**src/rtl/adc_serial_emulator_pkg.sv**
```systemverilog
// Shared constants and FSM encoding for the serial ADC emulator.
// ADC_DATA_W / ADC_LEAD_ZEROS are also used by the ADC controller.
package adc_serial_emulator_pkg;

  localparam int unsigned ADC_DATA_W     = 12;
  localparam int unsigned ADC_LEAD_ZEROS = 4;

  typedef enum logic [1:0] {
    StIdle = 2'd0,
    StLead = 2'd1,
    StData = 2'd2,
    StTail = 2'd3
  } adc_emu_state_e;

endpackage

```
**src/rtl/adc_serial_emulator_sync_edge_detect.sv**
```systemverilog
// Synchronizer chain plus edge register for an idle-high control input.
// Produces one-cycle rise/fall strobes, SYNC_STAGES cycles after the input moves.
module adc_serial_emulator_sync_edge_detect #(
  parameter int unsigned SYNC_STAGES = 2
) (
  input  logic clk_i,
  input  logic reset_i,
  input  logic sig_i,
  output logic rise_o,
  output logic fall_o
);

  logic [SYNC_STAGES-1:0] sync_q;
  logic                   edge_q;

  // Shift the raw input through the chain; flops reset to the idle (high) level.
  always_ff @(posedge clk_i) begin
    if (reset_i) begin
      sync_q <= {SYNC_STAGES{1'b1}};
      edge_q <= 1'b1;
    end else begin
      sync_q[0] <= sig_i;
      for (int i = 1; i < SYNC_STAGES; i++) begin
        sync_q[i] <= sync_q[i-1];
      end
      edge_q <= sync_q[SYNC_STAGES-1];
    end
  end

  // Strobes compare the synchronized level with its one-cycle-old copy.
  always_comb begin
    rise_o = sync_q[SYNC_STAGES-1] & ~edge_q;
    fall_o = ~sync_q[SYNC_STAGES-1] & edge_q;
  end

endmodule

```
**src/rtl/adc_serial_emulator.sv**
```systemverilog
// Serial ADC emulator: answers the ADC controller's cs_n/sclk with a
// LEAD_ZEROS + DATA_W bit frame, MSB first, changing on sclk falling edges.
// Build option: ADC_EMU_RAMP_EN replaces sample_in with an internal ramp that
// advances by RAMP_STEP per completed frame (RAMP_STEP exists only then).
module adc_serial_emulator
  import adc_serial_emulator_pkg::*;
#(
  parameter int unsigned DATA_W      = ADC_DATA_W,
  parameter int unsigned LEAD_ZEROS  = ADC_LEAD_ZEROS,
  parameter int unsigned SYNC_STAGES = 2
`ifdef ADC_EMU_RAMP_EN
  ,
  parameter int unsigned RAMP_STEP   = 1
`endif
) (
  input  logic              clk,
  input  logic              reset,
  input  logic              sclk_in,
  input  logic              cs_n_in,
  input  logic [DATA_W-1:0] sample_in,
  output logic              serial_data,
  output logic              busy,
  output logic              frame_done,
  output logic              frame_abort,
  output logic [DATA_W-1:0] last_sample
);

  localparam int unsigned FRAME_BITS = LEAD_ZEROS + DATA_W;
  localparam int unsigned CNT_W      = $clog2(FRAME_BITS + 1);
  localparam logic [CNT_W-1:0] LeadLast  = CNT_W'(LEAD_ZEROS - 1);
  localparam logic [CNT_W-1:0] FrameLast = CNT_W'(FRAME_BITS - 1);

  logic sclk_fall, sclk_rise, cs_fall, cs_rise;
  logic unused_sclk_rise;

  adc_serial_emulator_sync_edge_detect #(
    .SYNC_STAGES(SYNC_STAGES)
  ) u_sync_sclk (
    .clk_i  (clk),
    .reset_i(reset),
    .sig_i  (sclk_in),
    .rise_o (sclk_rise),
    .fall_o (sclk_fall)
  );

  adc_serial_emulator_sync_edge_detect #(
    .SYNC_STAGES(SYNC_STAGES)
  ) u_sync_cs (
    .clk_i  (clk),
    .reset_i(reset),
    .sig_i  (cs_n_in),
    .rise_o (cs_rise),
    .fall_o (cs_fall)
  );

  assign unused_sclk_rise = sclk_rise;

  adc_emu_state_e    state_q;
  logic [CNT_W-1:0]  cnt_q;
  logic [DATA_W-1:0] shreg_q;
  logic [DATA_W-1:0] frame_src;
  logic              frame_end;

  // Last data fall of an uninterrupted frame.
  assign frame_end = (state_q == StData) && !cs_rise && sclk_fall && (cnt_q == FrameLast);

`ifdef ADC_EMU_RAMP_EN
  logic [DATA_W-1:0] ramp_q;

  // Ramp advances only on completed frames; aborts leave it alone.
  always_ff @(posedge clk) begin
    if (reset) begin
      ramp_q <= '0;
    end else if (frame_end) begin
      ramp_q <= ramp_q + DATA_W'(RAMP_STEP);
    end
  end

  assign frame_src = ramp_q;
`else
  assign frame_src = sample_in;
`endif

  // Frame FSM. The shift register rotates rather than discarding bits, so after
  // the final rotation it holds the original sample again for last_sample.
  always_ff @(posedge clk) begin
    if (reset) begin
      state_q     <= StIdle;
      cnt_q       <= '0;
      shreg_q     <= '0;
      serial_data <= 1'b0;
      busy        <= 1'b0;
      frame_done  <= 1'b0;
      frame_abort <= 1'b0;
      last_sample <= '0;
    end else begin
      frame_done  <= 1'b0;
      frame_abort <= 1'b0;
      case (state_q)
        StIdle: begin
          serial_data <= 1'b0;
          // cs fall wins over a coincident sclk fall: that edge is not counted.
          if (cs_fall) begin
            shreg_q <= frame_src;
            cnt_q   <= '0;
            busy    <= 1'b1;
            if (LEAD_ZEROS == 0) begin
              serial_data <= frame_src[DATA_W-1];
              state_q     <= StData;
            end else begin
              state_q <= StLead;
            end
          end
        end
        StLead, StData: begin
          if (cs_rise) begin
            state_q     <= StIdle;
            cnt_q       <= '0;
            serial_data <= 1'b0;
            busy        <= 1'b0;
            frame_abort <= 1'b1;
          end else if (sclk_fall) begin
            cnt_q <= cnt_q + 1'b1;
            if (state_q == StLead) begin
              if (cnt_q == LeadLast) begin
                serial_data <= shreg_q[DATA_W-1];
                state_q     <= StData;
              end
            end else begin
              shreg_q <= {shreg_q[DATA_W-2:0], shreg_q[DATA_W-1]};
              if (cnt_q == FrameLast) begin
                serial_data <= 1'b0;
                last_sample <= {shreg_q[DATA_W-2:0], shreg_q[DATA_W-1]};
                frame_done  <= 1'b1;
                state_q     <= StTail;
              end else begin
                serial_data <= shreg_q[DATA_W-2];
              end
            end
          end
        end
        StTail: begin
          serial_data <= 1'b0;
          if (cs_rise) begin
            busy    <= 1'b0;
            cnt_q   <= '0;
            state_q <= StIdle;
          end
        end
        default: begin
          state_q <= StIdle;
        end
      endcase
    end
  end

endmodule

```
**config.mk**
```make
export PLATFORM = sky130hd
export DESIGN_NAME = adc_serial_emulator
export DESIGN_NICKNAME = d
export VERILOG_FILES = /design/src/rtl/adc_serial_emulator_pkg.sv /design/src/rtl/adc_serial_emulator_sync_edge_detect.sv /design/src/rtl/adc_serial_emulator.sv
export SDC_FILE = /design/constraint.sdc
export NUM_CORES = 1
export LEC_CHECK = 0
export BUFFER_PORTS_ARGS = -buffer_cell sky130_fd_sc_hd__buf_2
export CAP_MARGIN = 0
export CORE_AREA = 5 5 70 72
export CTS_CLUSTER_SIZE = 40
export DETAILED_ROUTE_END_ITERATION = 10
export DIE_AREA = 0 0 75 77
export GPL_TIMING_DRIVEN = 0
export PLACE_DENSITY = 0.67
export SYNTH_ARGS = -nofsm -noshare
export SYNTH_HDL_FRONTEND = slang
export SYNTH_SLANG_ARGS = --single-unit
```
**constraint.sdc**
```tcl
create_clock -name clk -period 2.3 [get_ports clk]
set_clock_uncertainty 0.2 [all_clocks]
set_input_delay 0.23 -clock clk [delete_from_list [all_inputs] [get_ports clk]]
set_output_delay 0.23 -clock clk [all_outputs]
set_load 0.005 [all_outputs]
```
==> impl_results.md, run 1 <==
* Switching part of the total at 35.5%
* Most common cell after layout, fill and taps aside: dfxtp_1
* Worst Path Buf+Inv at 3
* Max Cap Violations at 0
* Cell count along the critical path at 7
* Num CTS Buffers at 5
* Wire per inst at ~14 µm
* Syn Inst Count at 201
* P_int at ~0.0013 W
* Layout cells sized above 1 at ~29%
* Slew HR at 67.7%
* Multi-input logic area at about 1100 µm²
* I/O Buffers at 31
* Vias at 1502
* Clock Latency Late Sink at 0.29 ns
* Gate power share at 37.4%
* Layout filler cell count at 373
* Syn Std Cell Area at 2000 µm²
* First-pass GRT wire length at 6810 µm
* Initial detailed-routing violation count at 76
* Core Region at around 4200 µm²
* Netlist cell types at between 40 and 50
* Initial Utilization at roughly 47%
* Switch Pwr at between 0.0007 and 0.0008 W
* Total die area at approximately 5800 µm²
* Worst path cell trace: inv_1 -> ha_1 -> inv_2 -> maj3_2 -> a31oi_4 -> buf_12 -> mux2_4
* WL met2 at between 1500 and 2000 µm
* FMAX at ~450 MHz
* Setup TNS at 0 ns
* Chip width at ~75 µm
* Hold path cells at 4
* R2R cell count at 7
* Clock root buffer: clkbuf_8
* Seq/Total Area, Yosys at 41.1%
* # setup viols final at 0
* Worst-margin pin slew at 0.484 ns
* Ant diodes at 0
* Row Count at 24
* Post-Route M1 WL at 1960 µm
* Commonest non-fill, non-tap cells in the layout: 41 x dfxtp_1, 35 x buf_2, 31 x nor2_1, 26 x mux2i_1, 12 x nor2b_1
* CTS max path bufs at 2
* # IOs at 32
* Critical Path RT at 2.29 ns
* Placed instance count at approximately 280
* Hpwl dp at 2810 µm
* Mapped Nets at approximately 220
* Vias/cell at between 5 and 6
* Startpoint types: flop
* Status: completed
* PwrDens at 871 nW/µm²
* Vias in the first global route at between 1000 and 1500
* Sequential share of power at slightly below 40%
* CTS sink count at between 40 and 50
* Hold Slack at ~0.076 ns
* CP delay by family, top: adder cells
* Crit-path max cell delay at around 0.33 ns
* Worst min-delay path class: input pin to flop
* Metal3 WL at 178 µm
* Critical path's slowest cell: maj3_2
* Tot Pwr at 0.00204 W
* Drt first pass iters at 4
* Syn Area/Cell at 9.94 µm²
* Antenna violations before repair at 0
* Fin. max-slew vios at 0
* CP Max Fanout at 10
* Global Route Usage Sum at around 15%
* Syn. warnings at 0
* Crit path time final at 2.20 ns
* Largest net degree at the start of global routing at 15
* Area Growth Syn to Fin at 17.3%
* DRC errors left at 0
* H-tree depth at 2
* Main synth FF type: dfxtp_1
* Final ANT Viol Nets at 0
* Arr. time, crit path at 2.19 ns
* Worst Setup Path Type: flop to flop
* Routability congestion estimate at around 0.76
* Register area at about 820 µm²
* #FFs+latches synth at 41
* Synth async-reset ratio at 0%
* Post-Layout Cell Count at around 300
* Leak pwr at 1.12 nW
* GRT overflow at 0
* Post-CTS Resized at 0
* Peak VDD IR at 0.522 mV
* Number of synthesized flops with an enable pin at 0
* DRT Wirelength at 4060 µm
* RSZ-0062 raised after global routing: false
* DR top layer: met4
* Final net count at ~270
* Tcrit/Tclk final at between 90 and 100%
* Clock-pin slew on the worst setup and hold paths at about 0.09 ns
* Clock power share at between 20% and 30%
* Hold violation count in the final report at 0
* CTS tree: done
* Crit end category: flop
* Die Y at just under 80 µm
[flip-flops by register name, indices dropped and copies added (netlist names)]
name	cells
u_sync_sclk.sync_q	2
serial_data	1
frame_done	1
u_sync_cs.edge_q	1
cnt_q	5
busy	1
state_q	2
last_sample	12
shreg_q	12
u_sync_sclk.edge_q	1
u_sync_cs.sync_q	2
frame_abort	1
[cells in the mapped netlist, drive strengths merged (2+ instances only)]
master | n | area, µm²
a21oi | 8 | 40.0
a31oi | 2 | 27.5
buf | 6 | 47.6
clkbuf | 6 | 22.5
dfxtp | 41 | 821
ha | 6 | 75.1
inv | 6 | 22.5
mux2 | 13 | 184
mux2i | 26 | 260
nand2 | 3 | 11.3
nand2b | 3 | 18.8
nand3 | 6 | 30.0
nand3b | 2 | 15.0
nand4 | 2 | 12.5
nand4b | 2 | 17.5
nor2 | 31 | 116
nor2b | 12 | 75.1
nor3 | 4 | 25.0
nor3b | 3 | 27.5
or2 | 6 | 37.5
[path summary, 6_finish.rpt]
check	from	endpoint	slack, ns
worst max-delay path	state_q[1]	shreg_q[8]	0.1
worst min-delay path	sample_in[1]	shreg_q[1]	0.08
worst max register to register	state_q[1]	shreg_q[8]	0.1
worst min register to register	u_sync_sclk.sync_q[0]	u_sync_sclk.sync_q[1]	0.21
[per-layer routing]
metal	global-route usage, %	up-vias
met5	0	-
met4	4.27	0
met3	3.66	4
met2	23.0	29
met1	20.6	700
li1	-	769
[layout make-up]
| type | count | area share (%) |
|---|---|---|
| Timing Repair Buffer | 35 | 8.12 |
| Multi-Input combinational cell | 142 | 46.3 |
| Inverter | 6 | 0.961 |
| Buffer | 12 | 2.99 |
| Clock inverter | 3 | 0.908 |
| Tap cell | 52 | 2.78 |
| Sequential cell | 41 | 35.0 |
| Clock buffer | 5 | 2.94 |
[timing repair]
item,in CTS,in global routing
endpoints found under the setup margin,0,7
buffers inserted,0,2
endpoints found under the hold margin,2,0
hold buffers,2,0
[kinds of logic (layout without fill, tap and decap cells)]
kind of cell	count (synthesis)	in the layout	share of synthesized area, %
AO/OA/AOI/OAI	16	16	5.95
multiplexers	39	39	22.2
buffers and inverters	18	61	4.63
adder cells (fa/ha/maj)	7	7	4.32
AND/OR/NAND/NOR	80	80	21.8
flip-flops	41	41	41.1
[per-stage QoR]
| step | setup slack [ns] | utilization, % | instance area (µm²) |
|---|---|---|---|
| finish | 0.0983 | 55.3 | 2340 |
| global route | 0.00778 | 55.3 | 2340 |
| CTS | 0.0929 | 55.0 | 2330 |
| detailed placement | 0.114 | 52.4 | 2220 |
| global placement | 0.125 | 52.4 | 2220 |
| floorplan | 0.270 | - | 2000 |
[power groups by stage]
| stage | clock network, W | registers [W] | logic (W) |
|---|---|---|---|
| 2_1_floorplan | 0 | 0.000806 | 0.000611 |
| 3_3_place_gp | 0 | 0.000814 | 0.000758 |
| 3_5_place_dp | 0 | 0.000815 | 0.000756 |
| 4_1_cts | 0.000495 | 0.000798 | 0.000765 |
| 5_1_grt | 0.000519 | 0.000804 | 0.000836 |
| 6_report | 0.000479 | 0.000798 | 0.000764 |
[tightest hold or removal path: stages]
cell and delay, ns:
buf_2 0.08, mux2i_1 0.05, nor2_1 0.07, mux2_1 0.12
Note: power is estimated with default switching activity, not from simulation.
==> run 2, diff against run 1 <==
--- a/config.mk
+++ b/config.mk
@@ -5,14 +5,15 @@
 export SDC_FILE = /design/constraint.sdc
 export NUM_CORES = 1
 export LEC_CHECK = 0
+export ABC_AREA = 1
 export BUFFER_PORTS_ARGS = -buffer_cell sky130_fd_sc_hd__buf_2
 export CAP_MARGIN = 0
-export CORE_AREA = 5 5 70 72
+export CORE_AREA = 5 5 69 71
 export CTS_CLUSTER_SIZE = 40
 export DETAILED_ROUTE_END_ITERATION = 10
-export DIE_AREA = 0 0 75 77
+export DIE_AREA = 0 0 74 76
 export GPL_TIMING_DRIVEN = 0
-export PLACE_DENSITY = 0.67
+export PLACE_DENSITY = 0.68
 export SYNTH_ARGS = -nofsm -noshare
 export SYNTH_HDL_FRONTEND = slang
 export SYNTH_SLANG_ARGS = --single-unit
==> impl_results.md, run 2 <==
* GRT overflow at 0 (unchanged)
* Most common cell after layout, fill and taps aside: nor2_1 (was dfxtp_1)
* Placed instance count at 348 (was 284)
* Layout cells sized above 1 at 21.8% (was 29.1%)
* Global routing usage on met3 at 4.88% (was 3.66%)
* Most frequent cell after synthesis: nor2_1 (was dfxtp_1)
* Die Y at 76 µm (was 77 µm)
* Clock Latency Late Sink at 0.29 ns (about the same)
* Initial Utilization at 46.8% (was 47.2%)
* CTS tree: done (unchanged)
* Clock root buffer: clkbuf_8 (unchanged)
* First-pass GRT wire length at 6880 µm (was 6810 µm)
* Worst Setup Path Type: flop to flop (unchanged)
* Vias/cell at 4.78 (was 5.07)
* Area Growth Syn to Fin at 17.8% (was 17.3%)
* Synth Area in Compound Gates at 6.27% (was 5.95%)
* Netlist cell types at 24 (was 41)
* Vias at 1721 (was 1502)
* DRC errors left at 0 (unchanged)
* CTS max path bufs at 2 (unchanged)
* Post-Layout Cell Count at 360 (was 296)
* Hpwl dp at 3030 µm (was 2810 µm)
* Final net count at 329 (was 265)
* Hold violation count in the final report at 0 (unchanged)
* Fin. max-slew vios at 0 (unchanged)
* # IOs at 32 (unchanged)
* Slew HR at 72.5% (was 67.7%)
* Worst min-delay path class: input pin to flop (unchanged)
* Global Route Usage Sum at 15.4% (was 15.0%)
* Adder-Cell Fraction of Synth Area at 3.84% (was 4.32%)
* Arr. time, crit path at 2.09 ns (was 2.19 ns)
* Setup TNS at 0 ns (unchanged)
* Largest registers: last_sample: 12 flops, shreg_q: 12 flops, cnt_q: 5 flops (unchanged)
* Syn Std Cell Area at 1950 µm² (was 2000 µm²)
* Syn Inst Count at 265 (was 201)
* Wire per inst at 11.4 µm (was 13.7 µm)
* Mapped Nets at 287 (was 223)
* Core Region at 4170 µm² (was 4230 µm²)
* # setup viols final at 0 (unchanged)
* I/O Buffers at 31 (unchanged)
* Peak VDD IR at 0.675 mV (was 0.522 mV)
* Top cells by area, synth: dfxtp_1 42%, nor2_1 14%, nand2_1 9.0% (was dfxtp_1 41%, mux2i_1 13%, mux2_4 7.5%)
* Seq/Total Area, Yosys at 42.0% (was 41.1%)
* Ant diodes at 0 (unchanged)
* Layout filler cell count at 415 (was 373)
* Number of synthesized flops with an enable pin at 0 (unchanged)
* Critical Path RT at 2.30 ns (was 2.29 ns)
* Simple-gate share of the synthesized area at 32.4% (was 21.8%)
* Crit end category: flop (unchanged)
* Vias in the first global route at 1535 (was 1464)
* Final core utilization at 55.2% (was 55.3%)
* Chip width at 74 µm (was 75 µm)
* Status: completed (unchanged)
* H-tree depth at 2 (unchanged)
* Synth async-reset ratio at 0% (unchanged)
* Num CTS Buffers at 5 (unchanged)
* Worst-margin pin slew at 0.413 ns (was 0.484 ns)
* Main synth FF type: dfxtp_1 (unchanged)
* Share of the synthesized area in the top cell type at 42.0% (was 41.1%)
* Max Cap Violations at 0 (unchanged)
* GRT met1 Usage at 21.2% (was 20.6%)
* Routability congestion estimate at 0.807 (was 0.760)
* DRT Wirelength at 4110 µm (was 4060 µm)
* Crit path time final at 2.09 ns (was 2.20 ns)
* Met2 usage at 22.8% (was 23.0%)
* Cell taking the most area after synthesis: dfxtp_1 (unchanged)
* Total die area at 5620 µm² (was 5780 µm²)
* Largest family of logic cells by synthesized area: simple AND/OR/NAND/NOR gates (was multiplexers)
* Tcrit/Tclk final at 91.0% (was 95.7%)
* Final ANT Viol Nets at 0 (unchanged)
* Row Count at 24 (unchanged)
* PwrDens at 1350 nW/µm² (was 871 nW/µm²)
* Mux contribution to synthesized area at 6.15% (was 22.2%)
* Clock-pin slew on the worst setup and hold paths at 0.08 ns (was 0.09 ns)
* Antenna violations before repair at 0 (unchanged)
* GRT Max-Usage Layer: met2 (unchanged)
* Largest net degree at the start of global routing at 14 (was 15)
* CTS sink count at 41 (unchanged)
* Drt first pass iters at 5 (was 4)
* CP Max Fanout at 4 (was 10)
* Syn Area/Cell at 7.37 µm² (was 9.94 µm²)
* #FFs+latches synth at 41 (unchanged)
* Startpoint types: flop (unchanged)
* XOR/XNOR Fraction of Synth Area at 0% (unchanged)
* RSZ-0062 raised after global routing: false (unchanged)
* Commonest non-fill, non-tap cells in the layout: 73 x nor2_1, 47 x nand2_1, 41 x dfxtp_1, 31 x buf_2, 19 x nand3_1 (was 41 x dfxtp_1, 35 x buf_2, 31 x nor2_1, 26 x mux2i_1, 12 x nor2b_1)
* Syn. warnings at 0 (unchanged)
* Commonest cells in the synthesized netlist: 73 x nor2_1, 47 x nand2_1, 41 x dfxtp_1, 19 x nand3_1 (was 41 x dfxtp_1, 31 x nor2_1, 26 x mux2i_1, 12 x nor2b_1, 10 x mux2_4)
* FMAX at 478 MHz (was 454 MHz)
* Leak pwr at 1.09 nW (was 1.12 nW)
* Initial detailed-routing violation count at 87 (was 76)
==> run 2: layout make-up <==
type / instances / area [µm²] / area share, %
multi-input cells: 193 / 953 / 41.4
repair buffers: 35 / 190 / 8.26
well taps: 52 / 65.1 / 2.83
flip-flops and latches: 41 / 821 / 35.7
inverters: 19 / 71.3 / 3.10
plain buffers: 12 / 115 / 5.00
clock buffers: 5 / 68.8 / 2.99
clock inverters: 3 / 17.5 / 0.761
==> run 2: through the flow <==
| stage | cell area (µm²) | worst slack (ns) | hold WS, ns | total power (W) |
|---|---|---|---|---|
| after global placement | 2170 | 0.197 | 0.193 | 0.00262 |
| after global routing | 2300 | 0.0129 | 0.102 | 0.00338 |
| after CTS | 2280 | 0.125 | 0.0831 | 0.00311 |
| final | 2300 | 0.208 | 0.0860 | 0.00310 |
| after detailed placement | 2170 | 0.135 | 0.196 | 0.00264 |
| after floorplan | 1950 | 0.497 | 0.134 | 0.00233 |
==> run 2: what timing repair did <==
item / CTS / global route
hold buffers: 2 / 0
buffers inserted: 0 / 2
hold endpoints to repair: 2 / 0
gates resized for setup: 0 / 9
endpoints found under the setup margin: 0 / 10
==> run 2: final timing paths <==
check / start / end / slack, ns / cells past startpoint
worst max-delay path: cnt_q[0] / last_sample[7] / 0.21 / 11
worst min-delay path: sample_in[10] / shreg_q[10] / 0.09 / 5
worst max register to register: cnt_q[0] / last_sample[7] / 0.21 / 11
worst min register to register: u_sync_sclk.sync_q[0] / u_sync_sclk.sync_q[1] / 0.21 / 1
==> run 2: logic make-up (layout without fill, tap and decap cells) <==
group / count (synthesis) / after routing
AND/OR/NAND/NOR: 152 / 152
flip-flops: 41 / 41
buffers and inverters: 31 / 74
AO/OA/AOI/OAI: 23 / 23
multiplexers: 12 / 12
adder cells (fa/ha/maj): 6 / 6
==> run 2: per-layer routing <==
metal | up-vias | share of wire, %
met2 | 44 | 43
met3 | 6 | 6.5
li1 | 914 | -
met5 | - | 0
met4 | 0 | 1.3
met1 | 757 | 50
==> run 2: critical path, stage by stage, from the launching register on <==
cell and delay (ns):
dfxtp_1 0.39, ha_2 0.22, nand2_1 0.07, nor2_1 0.10, ha_1 0.15, inv_1 0.07, nor2_1 0.10, nand4_1 0.17
buf_4 0.20, buf_4 0.12, o21ai_0 0.13, nor2_1 0.05
==> run 2: power by group <==
group / switching (W) / total [W] / leakage (nW) / internal (W)
clock network: 0.000253 / 0.000462 / 0.0439 / 0.000209
registers: 0.000143 / 0.00102 / 0.335 / 0.000877
logic: 0.000931 / 0.00162 / 0.716 / 0.000687
total: 0.00133 / 0.00310 / 1.09 / 0.00177
==> run 3, diff against run 2 <==
--- a/config.mk
+++ b/config.mk
@@ -14,6 +14,7 @@
 export DIE_AREA = 0 0 74 76
 export GPL_TIMING_DRIVEN = 0
 export PLACE_DENSITY = 0.68
+export SLEW_MARGIN = 25
 export SYNTH_ARGS = -nofsm -noshare
 export SYNTH_HDL_FRONTEND = slang
 export SYNTH_SLANG_ARGS = --single-unit
==> constraint.sdc (replaced) <==
create_clock -name clk -period 2.3 [get_ports clk]
set_clock_uncertainty 0.2 [all_clocks]
set_input_delay 0.46 -clock clk [delete_from_list [all_inputs] [get_ports clk]]
set_output_delay 0.46 -clock clk [all_outputs]
set_load 0.005 [all_outputs]
==> impl_results.md, run 3 (synthesis results as in run 2) <==
* Status: completed (unchanged)
* Hold Path End: u_sync_sclk.sync_q[0] (was shreg_q[10])
* Drt first pass iters at 4 (was 5)
* Slew HR at 72.5% (about the same)
* Commonest non-fill, non-tap cells in the layout: 73 x nor2_1, 47 x nand2_1, 41 x dfxtp_1, 31 x buf_2, 19 x nand3_1 (unchanged)
* # setup viols final at 0 (unchanged)
* Leak pwr at 1.09 nW (about the same)
* # IOs at 32 (unchanged)
* Ant diodes at 0 (unchanged)
* Initial Utilization at 46.8% (unchanged)
* R2R Setup Slk at 0.21 ns (about the same)
* Fin. max-slew vios at 0 (unchanged)
* Clock Latency Late Sink at 0.29 ns (about the same)
* Peak VDD IR at 0.675 mV (about the same)
* DRC errors left at 0 (unchanged)
* Layout cells sized above 1 at 21.9% (was 21.8%)
* Hold path start: sclk_in (was sample_in[10])
* Initial detailed-routing violation count at 70 (was 87)
* R2R cell count at 11 (unchanged)
* Register area at 821 µm² (unchanged)
* Core Region at 4170 µm² (unchanged)
* Chip width at 74 µm (unchanged)
* Vias/cell at 4.84 (was 4.78)
* Vias at 1732 (was 1721)
* Crit end category: flop (unchanged)
* Worst min-delay path class: input pin to flop (unchanged)
* Layout filler cell count at 420 (was 415)
* Setup TNS at 0 ns (unchanged)
* R2r endpoint: last_sample[7] (unchanged)
* Global Route Usage Sum at 15.4% (about the same)
* Max Cap Violations at 0 (unchanged)
* Final core utilization at 54.7% (was 55.2%)
* CTS max path bufs at 2 (unchanged)
* Row Count at 24 (unchanged)
* Hold path cells at 2 (was 5)
* Crit path time final at 2.09 ns (about the same)
* DRT Wirelength at 4110 µm (about the same)
* Routability congestion estimate at 0.807 (unchanged)
* Area Growth Syn to Fin at 16.8% (was 17.8%)
* Tcrit/Tclk final at 91.1% (was 91.0%)
* PwrDens at 1360 nW/µm² (was 1350 nW/µm²)
* Worst Setup Path Type: flop to flop (unchanged)
* Largest registers: last_sample: 12 flops, shreg_q: 12 flops, cnt_q: 5 flops (unchanged)
* Largest net degree at the start of global routing at 14 (unchanged)
* Clock-pin slew on the worst setup and hold paths at 0.08 ns (about the same)
* # hold bufs at CTS at 0 (was 2)
* GRT overflow at 0 (unchanged)
* Num CTS Buffers at 5 (unchanged)
* Antenna violations before repair at 0 (unchanged)
* Startpoint types: flop (unchanged)
* Vias in the first global route at 1522 (was 1535)
* Final worst setup slack at 0.205 ns (was 0.208 ns)
* Most common cell after layout, fill and taps aside: nor2_1 (unchanged)
* RSZ-0062 raised after global routing: false (unchanged)
* First-pass GRT wire length at 6850 µm (was 6880 µm)
* H-tree depth at 2 (unchanged)
* Tot Pwr at 0.00310 W (about the same)
* RR Startpoint: cnt_q[0] (unchanged)
* Post-Place Worst Slack at 0.135 ns (unchanged)
* Die Y at 76 µm (unchanged)
* FMAX at 477 MHz (was 478 MHz)
* Final ANT Viol Nets at 0 (unchanged)
* CTS sink count at 41 (unchanged)
* Final net count at 327 (was 329)
* Hpwl dp at 3030 µm (unchanged)
* CP Max Fanout at 4 (unchanged)
* Wire per inst at 11.5 µm (was 11.4 µm)
* Critical Path RT at 2.29 ns (was 2.30 ns)
* Total die area at 5620 µm² (unchanged)
* Clock root buffer: clkbuf_8 (unchanged)
* Hold violation count in the final report at 0 (unchanged)
* CTS tree: done (unchanged)
* Multi-input logic area at 953 µm² (unchanged)
* Arr. time, crit path at 2.09 ns (about the same)
* I/O Buffers at 31 (unchanged)
* Worst-margin pin slew at 0.412 ns (was 0.413 ns)
-- run 3: worst max path at each step --
stage / start / end / slack (ns) / cells after the start
6_report: cnt_q[0] / last_sample[7] / 0.21 / 11
3_3_place_gp: cnt_q[0] / last_sample[11] / 0.20 / 10
4_1_cts: cnt_q[0] / last_sample[11] / 0.13 / 10
2_1_floorplan: cnt_q[0] / last_sample[10] / 0.50 / 10
3_5_place_dp: cnt_q[0] / last_sample[11] / 0.13 / 10
5_1_grt: cnt_q[0] / last_sample[8] / 0.01 / 11
-- run 3: through the flow --
stage	hold WS, ns	area, µm²	instances
2_1_floorplan	0.189	1950	265
3_3_place_gp	0.193	2170	348
3_5_place_dp	0.196	2170	348
4_1_cts	0.139	2260	356
5_1_grt	0.152	2280	358
6_report	0.150	2280	358
-- run 3: routing by layer --
layer  vias up  GRT usage [%]  part of all wire (%)
met4         0           4.89                   1.3
met1       770           21.2                    50
li1        912              -                     -
met5         -              0                     0
met3         6           4.88                   6.0
met2        44           22.6                    42
-- run 3: where the power goes --
| group | total [W] | switching (W) | internal [W] |
|---|---|---|---|
| Clock | 0.000460 | 0.000251 | 0.000209 |
| Sequential | 0.00102 | 0.000142 | 0.000877 |
| Combinational | 0.00162 | 0.000935 | 0.000685 |
| Total | 0.00310 | 0.00133 | 0.00177 |
-- run 3: timing repair --
action / in CTS / in global routing
setup endpoints to repair: 0 / 10
setup buffers: 0 / 2
resized for setup: 0 / 9
-- run 3: final cells by class --
cell class                 count  area share, %
clock inverter                 3          0.768
timing repair buffer          33           7.46
clock buffer                   5           3.02
tap                           52           2.85
inverter                      19           3.12
buffer                        12           5.04
sequential                    41           36.0
multi-input combinational    193           41.8
-- run 3: critical path: stages (launching register included) --
cell and delay (ns):
dfxtp_1 0.39, ha_2 0.22, nand2_1 0.07, nor2_1 0.10, ha_1 0.16, inv_1 0.07, nor2_1 0.10, nand4_1 0.17
buf_4 0.20, buf_4 0.12, o21ai_0 0.13, nor2_1 0.05
